$ cat src/rtl/fp16_pkg.sv
// Shared fp16 types and helpers for the multiplier result path.
package fp16_pkg;

  typedef logic [15:0] fp16_t;

  localparam fp16_t      FP16_QNAN    = 16'h7E00;
  localparam logic [4:0] FP16_EXP_MAX = 5'h1F;

  function automatic logic fp16_is_nan(input fp16_t x);
    return (x[14:10] == FP16_EXP_MAX) && (x[9:0] != 10'd0);
  endfunction

endpackage

$ cat src/rtl/fp16_result_drain_if.sv
// Downstream valid/ready result handshake; master drives the head entry.
interface fp16_result_drain_if;
  import fp16_pkg::*;

  logic  out_valid;
  logic  out_ready;
  fp16_t out_data;
  logic  out_nan;

  modport master (output out_valid, output out_data, output out_nan, input out_ready);
  modport slave  (input out_valid, input out_data, input out_nan, output out_ready);

endinterface

$ cat src/rtl/fp16_sync_fifo.sv
// Show-ahead synchronous FIFO; head is registered, so rd_data has no path from wr_data.
// A write while full is dropped unless a read frees a slot in the same cycle.
module fp16_sync_fifo #(
  parameter int WIDTH = 16,
  parameter int DEPTH = 8
) (
  input  logic                   clk,
  input  logic                   rst,
  input  logic                   wr_en,
  input  logic [WIDTH-1:0]       wr_data,
  input  logic                   rd_en,
  output logic [WIDTH-1:0]       rd_data,
  output logic [$clog2(DEPTH):0] count
);
  localparam int AW = $clog2(DEPTH);
  localparam logic [AW:0] FULL = (AW+1)'(DEPTH);

  logic [WIDTH-1:0] mem_q [DEPTH];
  logic [AW-1:0]    wr_ptr_q, wr_ptr_d, rd_ptr_q, rd_ptr_d;
  logic [AW:0]      count_q, count_d;
  logic             rd_ok, wr_ok;

  assign rd_ok = rd_en && (count_q != '0);
  assign wr_ok = wr_en && ((count_q != FULL) || rd_ok);

  always_comb begin
    wr_ptr_d = wr_ptr_q;
    rd_ptr_d = rd_ptr_q;
    count_d  = count_q;
    if (wr_ok) wr_ptr_d = wr_ptr_q + AW'(1);
    if (rd_ok) rd_ptr_d = rd_ptr_q + AW'(1);
    case ({wr_ok, rd_ok})
      2'b10:   count_d = count_q + (AW+1)'(1);
      2'b01:   count_d = count_q - (AW+1)'(1);
      default: count_d = count_q;
    endcase
  end

  always_ff @(posedge clk) begin
    if (rst) begin
      wr_ptr_q <= '0;
      rd_ptr_q <= '0;
      count_q  <= '0;
    end else begin
      wr_ptr_q <= wr_ptr_d;
      rd_ptr_q <= rd_ptr_d;
      count_q  <= count_d;
    end
  end

  always_ff @(posedge clk) begin
    if (wr_ok) mem_q[wr_ptr_q] <= wr_data;
  end

  // Empty FIFO presents zero rather than stale storage.
  assign rd_data = (count_q != '0) ? mem_q[rd_ptr_q] : '0;
  assign count   = count_q;

endmodule

$ cat src/rtl/fp16_result_drain.sv
// Credit-managed drain for the un-stallable fp16 multiplier stream; result visible one cycle after arrival.
// Optional FP16_CANON_NAN_EN canonicalises NaNs on write and flags them per entry.
module fp16_result_drain
  import fp16_pkg::*;
#(
  parameter int DEPTH = 8,
  parameter int CW    = $clog2(DEPTH) + 1
) (
  input  logic                       clk,
  input  logic                       rst,
  input  logic                       issue_valid,
  output logic                       issue_ok,
  input  logic                       m_axis_result_tvalid,
  input  logic [31:0]                m_axis_result_tdata,
  fp16_result_drain_if.master        out_if,
  output logic [CW-1:0]              in_flight,
  output logic                       overflow
);
`ifdef FP16_CANON_NAN_EN
  localparam int FW = 17;
`else
  localparam int FW = 16;
`endif
  localparam logic [CW-1:0] DEPTH_C = CW'(DEPTH);

  logic [CW-1:0] in_flight_q, in_flight_d, fifo_count;
  logic          overflow_q, overflow_d;
  logic          result_ok, pop, fifo_full;
  logic [FW-1:0] wr_word, rd_word;
  logic          unused_tdata_hi;

  assign unused_tdata_hi = ^m_axis_result_tdata[31:16];

  // Sum can exceed DEPTH only after a protocol violation, so compare one bit wider.
  assign issue_ok  = ({1'b0, in_flight_q} + {1'b0, fifo_count}) < {1'b0, DEPTH_C};
  assign result_ok = m_axis_result_tvalid && (in_flight_q != '0);
  assign pop       = out_if.out_valid && out_if.out_ready;
  assign fifo_full = (fifo_count == DEPTH_C);

  always_comb begin
    in_flight_d = in_flight_q;
    if (issue_valid && !result_ok) begin
      if (in_flight_q != DEPTH_C) in_flight_d = in_flight_q + CW'(1);
    end else if (!issue_valid && result_ok) begin
      in_flight_d = in_flight_q - CW'(1);
    end
    overflow_d = overflow_q
               | (issue_valid && !issue_ok)
               | (m_axis_result_tvalid && (in_flight_q == '0))
               | (result_ok && fifo_full && !pop);
  end

  always_ff @(posedge clk) begin
    if (rst) begin
      in_flight_q <= '0;
      overflow_q  <= 1'b0;
    end else begin
      in_flight_q <= in_flight_d;
      overflow_q  <= overflow_d;
    end
  end

`ifdef FP16_CANON_NAN_EN
  logic wr_nan;
  assign wr_nan  = fp16_is_nan(m_axis_result_tdata[15:0]);
  assign wr_word = {wr_nan, wr_nan ? {m_axis_result_tdata[15], FP16_QNAN[14:0]}
                                   : m_axis_result_tdata[15:0]};
  assign out_if.out_data = rd_word[15:0];
  assign out_if.out_nan  = rd_word[16];
`else
  assign wr_word         = m_axis_result_tdata[15:0];
  assign out_if.out_data = rd_word;
  assign out_if.out_nan  = 1'b0;
`endif

  fp16_sync_fifo #(
    .WIDTH (FW),
    .DEPTH (DEPTH)
  ) u_fifo (
    .clk     (clk),
    .rst     (rst),
    .wr_en   (result_ok),
    .wr_data (wr_word),
    .rd_en   (pop),
    .rd_data (rd_word),
    .count   (fifo_count)
  );

  assign out_if.out_valid = (fifo_count != '0);
  assign in_flight        = in_flight_q;
  assign overflow         = overflow_q;

endmodule

$ cat src/flat_wrapper.sv
// flat-port wrapper written by rule: the top's interface ports become plain ports
module fp16_result_drain_flat import fp16_pkg::*;
#(
  parameter int DEPTH = 8,
  parameter int CW    = $clog2(DEPTH) + 1
)
  (clk, rst, issue_valid, issue_ok, m_axis_result_tvalid, m_axis_result_tdata, in_flight, overflow, out_if_out_valid, out_if_out_data, out_if_out_nan, out_if_out_ready);
  fp16_result_drain_if out_if_i ();
  input  logic clk;
  input  logic rst;
  input  logic issue_valid;
  output logic issue_ok;
  input  logic m_axis_result_tvalid;
  input  logic [31:0] m_axis_result_tdata;
  output logic [CW-1:0] in_flight;
  output logic overflow;
  output wire logic [$bits(out_if_i.out_valid)-1:0] out_if_out_valid;
  output wire logic [$bits(out_if_i.out_data)-1:0] out_if_out_data;
  output wire logic [$bits(out_if_i.out_nan)-1:0] out_if_out_nan;
  input wire logic [$bits(out_if_i.out_ready)-1:0] out_if_out_ready;
  assign out_if_out_valid = out_if_i.out_valid;
  assign out_if_out_data = out_if_i.out_data;
  assign out_if_out_nan = out_if_i.out_nan;
  assign out_if_i.out_ready = out_if_out_ready;
  fp16_result_drain #(.DEPTH(DEPTH), .CW(CW)) u_core (.clk(clk), .rst(rst), .issue_valid(issue_valid), .issue_ok(issue_ok), .m_axis_result_tvalid(m_axis_result_tvalid), .m_axis_result_tdata(m_axis_result_tdata), .out_if(out_if_i), .in_flight(in_flight), .overflow(overflow));
endmodule
$ cat config.mk
export PLATFORM = sky130hd
export DESIGN_NAME = fp16_result_drain_flat
export DESIGN_NICKNAME = d
export VERILOG_FILES = /design/src/rtl/fp16_pkg.sv /design/src/rtl/fp16_result_drain_if.sv /design/src/rtl/fp16_sync_fifo.sv /design/src/rtl/fp16_result_drain.sv /design/src/flat_wrapper.sv
export SDC_FILE = /design/constraint.sdc
export NUM_CORES = 1
export LEC_CHECK = 0
export ABC_CLOCK_PERIOD_IN_PS = 6630
export BUFFER_PORTS_ARGS = -buffer_cell sky130_fd_sc_hd__buf_2
export CAP_MARGIN = 20
export CORE_ASPECT_RATIO = 1.75
export CORE_MARGIN = 5
export CORE_UTILIZATION = 40
export CTS_BUF_LIST = sky130_fd_sc_hd__clkbuf_8
export CTS_CLUSTER_DIAMETER = 120
export CTS_CLUSTER_SIZE = 8
export DETAILED_ROUTE_END_ITERATION = 7
export PLACE_DENSITY = 0.54
export SETUP_SLACK_MARGIN = 0.05
export SYNTH_ARGS = -nofsm -noshare
export SYNTH_HDL_FRONTEND = slang
export SYNTH_HIERARCHICAL = 1
export SYNTH_SLANG_ARGS = --single-unit
$ cat constraint.sdc
create_clock -name clk -period 6.63 [get_ports clk]
set_input_delay 0.9945 -clock clk [delete_from_list [all_inputs] [get_ports clk]]
set_output_delay 0.9945 -clock clk [all_outputs]
set_load 0.01 [all_outputs]
Word level (Yosys, flattened, before mapping)
Memories as Yosys holds them, arrays and structs flattened. A register that Yosys moved wholly into a read port is not among the register bits.
Cells that the tools add are included.
{"block": "totals", "ram_bits": 128, "mem_count": 1, "register_bits": 15, "out_inout_bits": 24, "word_cells": 53}
{"memory": "u_core.u_fifo.mem_q", "depth": 8, "width": 16, "rd": 1, "rd_ports_with_merged_regs": 1, "write_ports": 1, "line_no": "fp16_sync_fifo.sv:18", "rtl": "logic [WIDTH-1:0] mem_q [DEPTH];"}
{"block": "op_classes", "muxes": 9, "reduce_logical": 21, "addsub": 7, "n_eq_ne": 6, "order_cmp": 1, "n_bitwise": 3}
{"cell": "$mux 16", "count": 1}
{"cell": "$mux 4", "count": 3}
{"cell": "$logic_and 1x1->1", "count": 10}
{"cell": "$add 4x1->4 const B", "count": 2}
{"cell": "$ne 4x4->1 const B", "count": 2}
{"cell": "$pmux 4 s2", "count": 1}
{"cell": "$reduce_bool 4->1", "count": 2}
{"cell": "$sub 4x1->4 const B", "count": 2}
{"cell": "$add 3x1->3 const B", "count": 2}
{"cell": "$mux 3", "count": 2}
{"cell": "$add 4x4->5", "count": 1}
{"cell": "$lt 5x4->1 const B", "count": 1}
{"cell": "$eq 4x4->1 const B", "count": 1}
{"cell": "$logic_not 1->1", "count": 4}
{"cell": "$logic_not 4->1", "count": 1}
{"cell": "$reduce_bool 2->1", "count": 2}
{"cell": "$or 1x1->1", "count": 3}
{"cell": "$eq 2x1->1 const B", "count": 1}
{"cell": "$eq 2x2->1 const B", "count": 1}
{"cell": "$mux 1", "count": 2}
{"cell": "$ne 2x2->1 const B", "count": 1}
{"cell": "$reduce_and 2->1", "count": 1}
{"cell": "$logic_or 1x1->1", "count": 1}

Logic depth before layout (Yosys ltp)
{"block": "depth", "depth_word": 7, "ltp_mapped": 11, "mapped_depth_nobuf": 11}

Cells and area by module
Netlist, hierarchy kept.
{"mod": "fp16_sync_fifo", "seq_area_each_um2": 4103.9, "cells_each": 283, "n_inst": 1, "area_each_um2": 5580.4}
{"mod": "fp16_result_drain", "seq_area_each_um2": 100.1, "cells_each": 55, "n_inst": 1, "area_each_um2": 486.7}

Worst setup path after synthesis
OpenSTA, ideal clock, no wires.
{"block": "synth_path", "kind": "input to register", "from": "input port out_if_out_ready", "to": "memory u_core.u_fifo.mem_q[0][0], enable pin", "setup_time_ns": 0.430, "path_stages": 4, "path_slack_ns": 3.103, "required_ns": 6.200, "arrival_time_ns": 3.096, "cell_sequence": "and2_1 -> nand2b_1 -> o21ai_4 -> nor4_1"}
{"block": "synth_via", "elab_chain_cells": 6}
{"element": "start, declared", "line_no": "flat_wrapper.sv:20", "rtl": "input wire logic [$bits(out_if_i.out_ready)-1:0] out_if_out_ready;"}
{"element": "$logic_and 1x1->1", "line_no": "fp16_result_drain.sv:37", "rtl": "assign pop = out_if.out_valid && out_if.out_ready;"}
{"element": "$logic_and 1x1->1", "line_no": "fp16_sync_fifo.sv:23", "rtl": "assign rd_ok = rd_en && (count_q != '0);"}
{"element": "$logic_or 1x1->1", "line_no": "fp16_sync_fifo.sv:24", "rtl": "assign wr_ok = wr_en && ((count_q != FULL) || rd_ok);"}
{"element": "$logic_and 1x1->1", "line_no": "fp16_sync_fifo.sv:24"}
{"element": "$mux 1", "line_no": "fp16_sync_fifo.sv:52", "rtl": "if (wr_ok) mem_q[wr_ptr_q] <= wr_data;"}
{"element": "$mux 1 (not written as such)", "line_no": "fp16_sync_fifo.sv:52"}
{"element": "end, declared", "line_no": "fp16_sync_fifo.sv:18"}
Every way passes these cells.

==> impl.org <==
** Clocking
- Post-CTS Hold Buffers :: 0
- Clock transition time at the flip-flop clock pins of the worst setup and hold paths :: around 0.080 ns
- The root buffer cell chosen for the clock tree is clkbuf_8.
- Number of sinks on the clock net :: 146
- Number of setup buffers added after CTS :: 0
- Number of buffers added by the clock tree synthesis step :: 17
- CTS tree :: done
- The H-tree was split into 4 levels.
- For the worst-skew pair, the clock arrives at the later sink with an insertion delay of between 0.4 and 0.5 ns.
- Gates resized during post-CTS repair numbered 0.
- Clock tree buffer depth :: 2

** Timing
- Hold Violations, Final :: 0
- Total count of max-transition violations in the final report :: 0
- Clock skew on the completed layout was measured at 0.0102 ns.
- Setup repair after global routing left no endpoint under its margin.
- In this run the tightest slew margin relative to its limit is 0.458.
- After layout, the minimum clock period comes to 3.27 ns.
- At the pin with the least slew margin, the transition time is around 0.81 ns.
- Peak Freq :: 306 MHz
- Period utilisation layout :: 0.493
- Setup TNS :: 0 ns
- Setup violations remaining at the end of the flow were counted as 0.

** Critical path
- Startpoint Class :: register
- Max Fanout on Critical Path :: 32
- Data on the critical path arrives at its endpoint at about 2.3 ns.
- STA puts the critical path data required time at 5.64 ns.
- Critical Setup Path Class :: register to output port
- The worst setup path is captured at an output port.

** Cells and area
- In the final layout, the share of cells above drive strength 1 is 0.333.
- Relative to the synthesized area, the layout overhead comes to 14.7%.
- 0 antenna diodes ended up in the layout.
- Summing all flip-flop and latch instances after layout gives 0.00421 sq mm.
- Final nets :: between 400 and 500
- Once layout is done, the placed cells without fillers occupy 0.00696 sq mm.
- Area used by multi-input combinational logic :: 0.00180 sq mm
- After filler insertion, the fill cell instance count of the layout stands at about 1300.
- At the end of the flow the core is filled with cells to 0.467.

** Synth
- A synthesized cell averages 17.9 sq um.
- Netlist area before placement :: 0.00607 sq mm
- Sequential cell area fraction in the yosys report :: 0.693
- Post-Synthesis Net Count :: 386
- Flop and latch count out of synthesis :: roughly 150
- Fraction of registers with async set/reset :: 0
- Most used flip-flop cell after synthesis :: edfxtp_1
- The Yosys step of the flow raised 6 warnings.
- Synthesis produced roughly 340 cells.
- The number of different library cells used by synthesis comes to 52.
- In this run, synthesis inferred 128 flip-flops with an integrated enable.

** Detailed routing
- The final layout contains routed wiring with a total length of 11700 um.
- For this block, the initial DRC count from the detailed router was 158.
- Routed vias/inst :: about 5.4
- For this run, design rule violations remaining after detail routing come to 0.
- Via count :: 3232
- WL per Instance :: 19.6 um
- Drt first pass iters :: 5
- Number of nets with antenna violations after detailed routing :: 0

** Global routing
- First-pass GRT wire length :: 18500 um
- Antenna violations before repair :: 0
- Summed over all layers, the global routing overflow is 0.
- Entering global routing, the biggest net connects 33 pins.
- For this run, the total global-route usage over all layers was measured as 0.140.
- Via count of the first global-routing pass :: between 3000 and 4000

** Die
- Placement row count :: 59
- Width of the die :: ~100 um
- The die covers roughly 0.018 sq mm.
- Core outline area :: 0.0149 sq mm
- Initial Util :: 0.407
- Die Span Y :: around 170 um
- I/O pin cnt :: 61

** Power and ir drop
- Clock network power share :: 0.279
- Pleak :: 2.33 nW
- In this run the power density over the cells is 351 mW/mm^2.
- Logic gate share of total power :: 0.249
- Switching power summed over all nets :: 0.768 mW
- The share of total power dissipated in sequential elements is 0.472.
- Maximum vdd ir drop :: about 0.00021 V
- The internal portion of the total power is 1.68 mW.
- Switch share :: 0.314

** Worst hold path
- Worst hold-check path type :: register to register

** Place
- GP Congestion :: roughly 0.73
- Summed over all nets, the half-perimeter wirelength after detailed placement is ~7300 um.
- Input and output buffers added on the ports amount to 43.
- After detailed placement, the total cell area comes to 0.00657 sq mm.

** Outcome
- The flow ran to the end, and the final reports show no timing, DRC or antenna violations.

** Job
- The tool flagged a number of max-cap violations equal to 0.
==> layout make-up <==
class | instances | share of cell area
Clock inverter | 15 | 0.0228
Inverter | 6 | 0.00324
Multi-Input combinational cell | 172 | 0.259
Timing Repair Buffer | 55 | 0.0439
Tap cell | 183 | 0.0329
Clock buffer | 17 | 0.0336
Sequential cell | 146 | 0.604
==> flip-flops by register name, indices dropped and copies added (netlist names), named ones only <==
| name | cells |
|---|---|
| u_core/u_fifo/count | 4 |
| u_core/u_fifo/wr_ptr_q | 3 |
| u_core/u_fifo/rd_ptr_q | 3 |
| u_core/u_fifo/mem_q | 128 |
| u_core/overflow | 1 |
| u_core/in_flight | 4 |
==> layout by cell type, fill, tap and decap left out, types with 3 or more instances in the layout <==
cell / netlist / routed
buf_2: 3 / 43
xnor2_1: 3 / 3
nand3_1: 5 / 5
clkbuf_8: 0 / 17
nand2b_1: 6 / 6
xor2_1: 5 / 5
dfxtp_1: 18 / 17
inv_1: 6 / 6
clkinv_4: 0 / 3
mux4_2: 32 / 32
nor3_1: 11 / 7
ha_1: 9 / 9
mux2i_1: 20 / 20
inv_8: 0 / 3
inv_6: 0 / 7
nor2_1: 32 / 32
a21oi_1: 7 / 7
edfxtp_1: 128 / 128
buf_4: 4 / 12
nor3_2: 1 / 5
==> metrics by stage <==
stage	cells	total power, mW	setup WS (ns)	hold slack (ns)
2_1_floorplan	338	1.60	3.10	0.485
4_1_cts	594	2.49	3.24	0.555
3_5_place_dp	562	1.80	3.23	0.534
5_1_grt	594	2.59	3.14	0.587
3_3_place_gp	562	1.78	3.29	0.509
6_report	594	2.44	3.36	0.536
==> path summary, 6_finish.rpt <==
kind	start	to	slack (ns)	cells after the start
worst min-delay path	u_core/u_fifo/rd_ptr_q[2]	u_core/u_fifo/rd_ptr_q[2]	0.54	2
worst min register to register	u_core/u_fifo/rd_ptr_q[2]	u_core/u_fifo/rd_ptr_q[2]	0.54	2
worst max-delay path	register	out_if_out_data[4]	3.36	5
worst max register to register	u_core/u_fifo/count[0]	u_core/u_fifo/count[3]	3.81	11
==> power by group through the flow <==
stage	Sequential (mW)	Clock [mW]	Combinational, mW
floorplan	1.16	0	0.435
global placement	1.17	0	0.612
detailed placement	1.18	0	0.627
CTS	1.16	0.704	0.628
global route	1.17	0.745	0.675
finish	1.15	0.682	0.609
==> cell usage after synthesis (2+ instances only) <==
| cell | instances | area (sq um) |
|---|---|---|
| nand3_1 | 5 | 25.0 |
| nand3b_1 | 2 | 15.0 |
| mux2i_1 | 20 | 200 |
| xnor2_1 | 3 | 26.3 |
| dfxtp_1 | 18 | 360 |
| buf_4 | 4 | 30.0 |
| buf_1 | 4 | 15.0 |
| nor4_1 | 2 | 12.5 |
| nor2_1 | 32 | 120 |
| nand2_1 | 2 | 7.51 |
| mux4_2 | 32 | 721 |
| inv_1 | 6 | 22.5 |
| fa_1 | 2 | 40.0 |
| o211ai_1 | 2 | 15.0 |
| nand2b_1 | 6 | 37.5 |
| edfxtp_1 | 128 | 3840 |
| xor2_1 | 5 | 43.8 |
| clkbuf_1 | 3 | 11.3 |
| a31oi_1 | 2 | 12.5 |
| nor3_1 | 11 | 55.1 |
| a21oi_1 | 7 | 35.0 |
| o21ai_0 | 2 | 10.0 |
| ha_1 | 9 | 113 |
| buf_2 | 3 | 15.0 |
==> critical path, cell delays in order (launching register included) <==
cell and delay [ns]:
dfxtp_2 0.32, buf_4 0.53, mux4_2 0.60, mux2i_1 0.20
nor2_1 0.06, buf_2 0.14
==> cells by family (layout without fill, tap and decap cells) <==
logic type | after synthesis | in the layout | share of synthesized area
simple gates | 71 | 71 | 0.0617
flops | 146 | 146 | 0.693
xor+xnor | 8 | 8 | 0.0115
buf+inv | 20 | 93 | 0.0155
fa+ha+maj | 11 | 11 | 0.0252
other cells | 1 | 1 | 0.000618
compound gates | 28 | 28 | 0.0371
mux | 53 | 53 | 0.155
==> layer usage <==
| metal | vias to the layer above | track usage | share of wire |
|---|---|---|---|
| li1 | 1476 | - | - |
| met1 | 1672 | 0.160 | 0.40 |
| met2 | 71 | 0.246 | 0.55 |
| met3 | 13 | 0.0387 | 0.041 |
| met4 | 0 | 0.0448 | 0.015 |
| met5 | - | 0 | 0 |
Note: power is estimated with default switching activity, not from simulation.
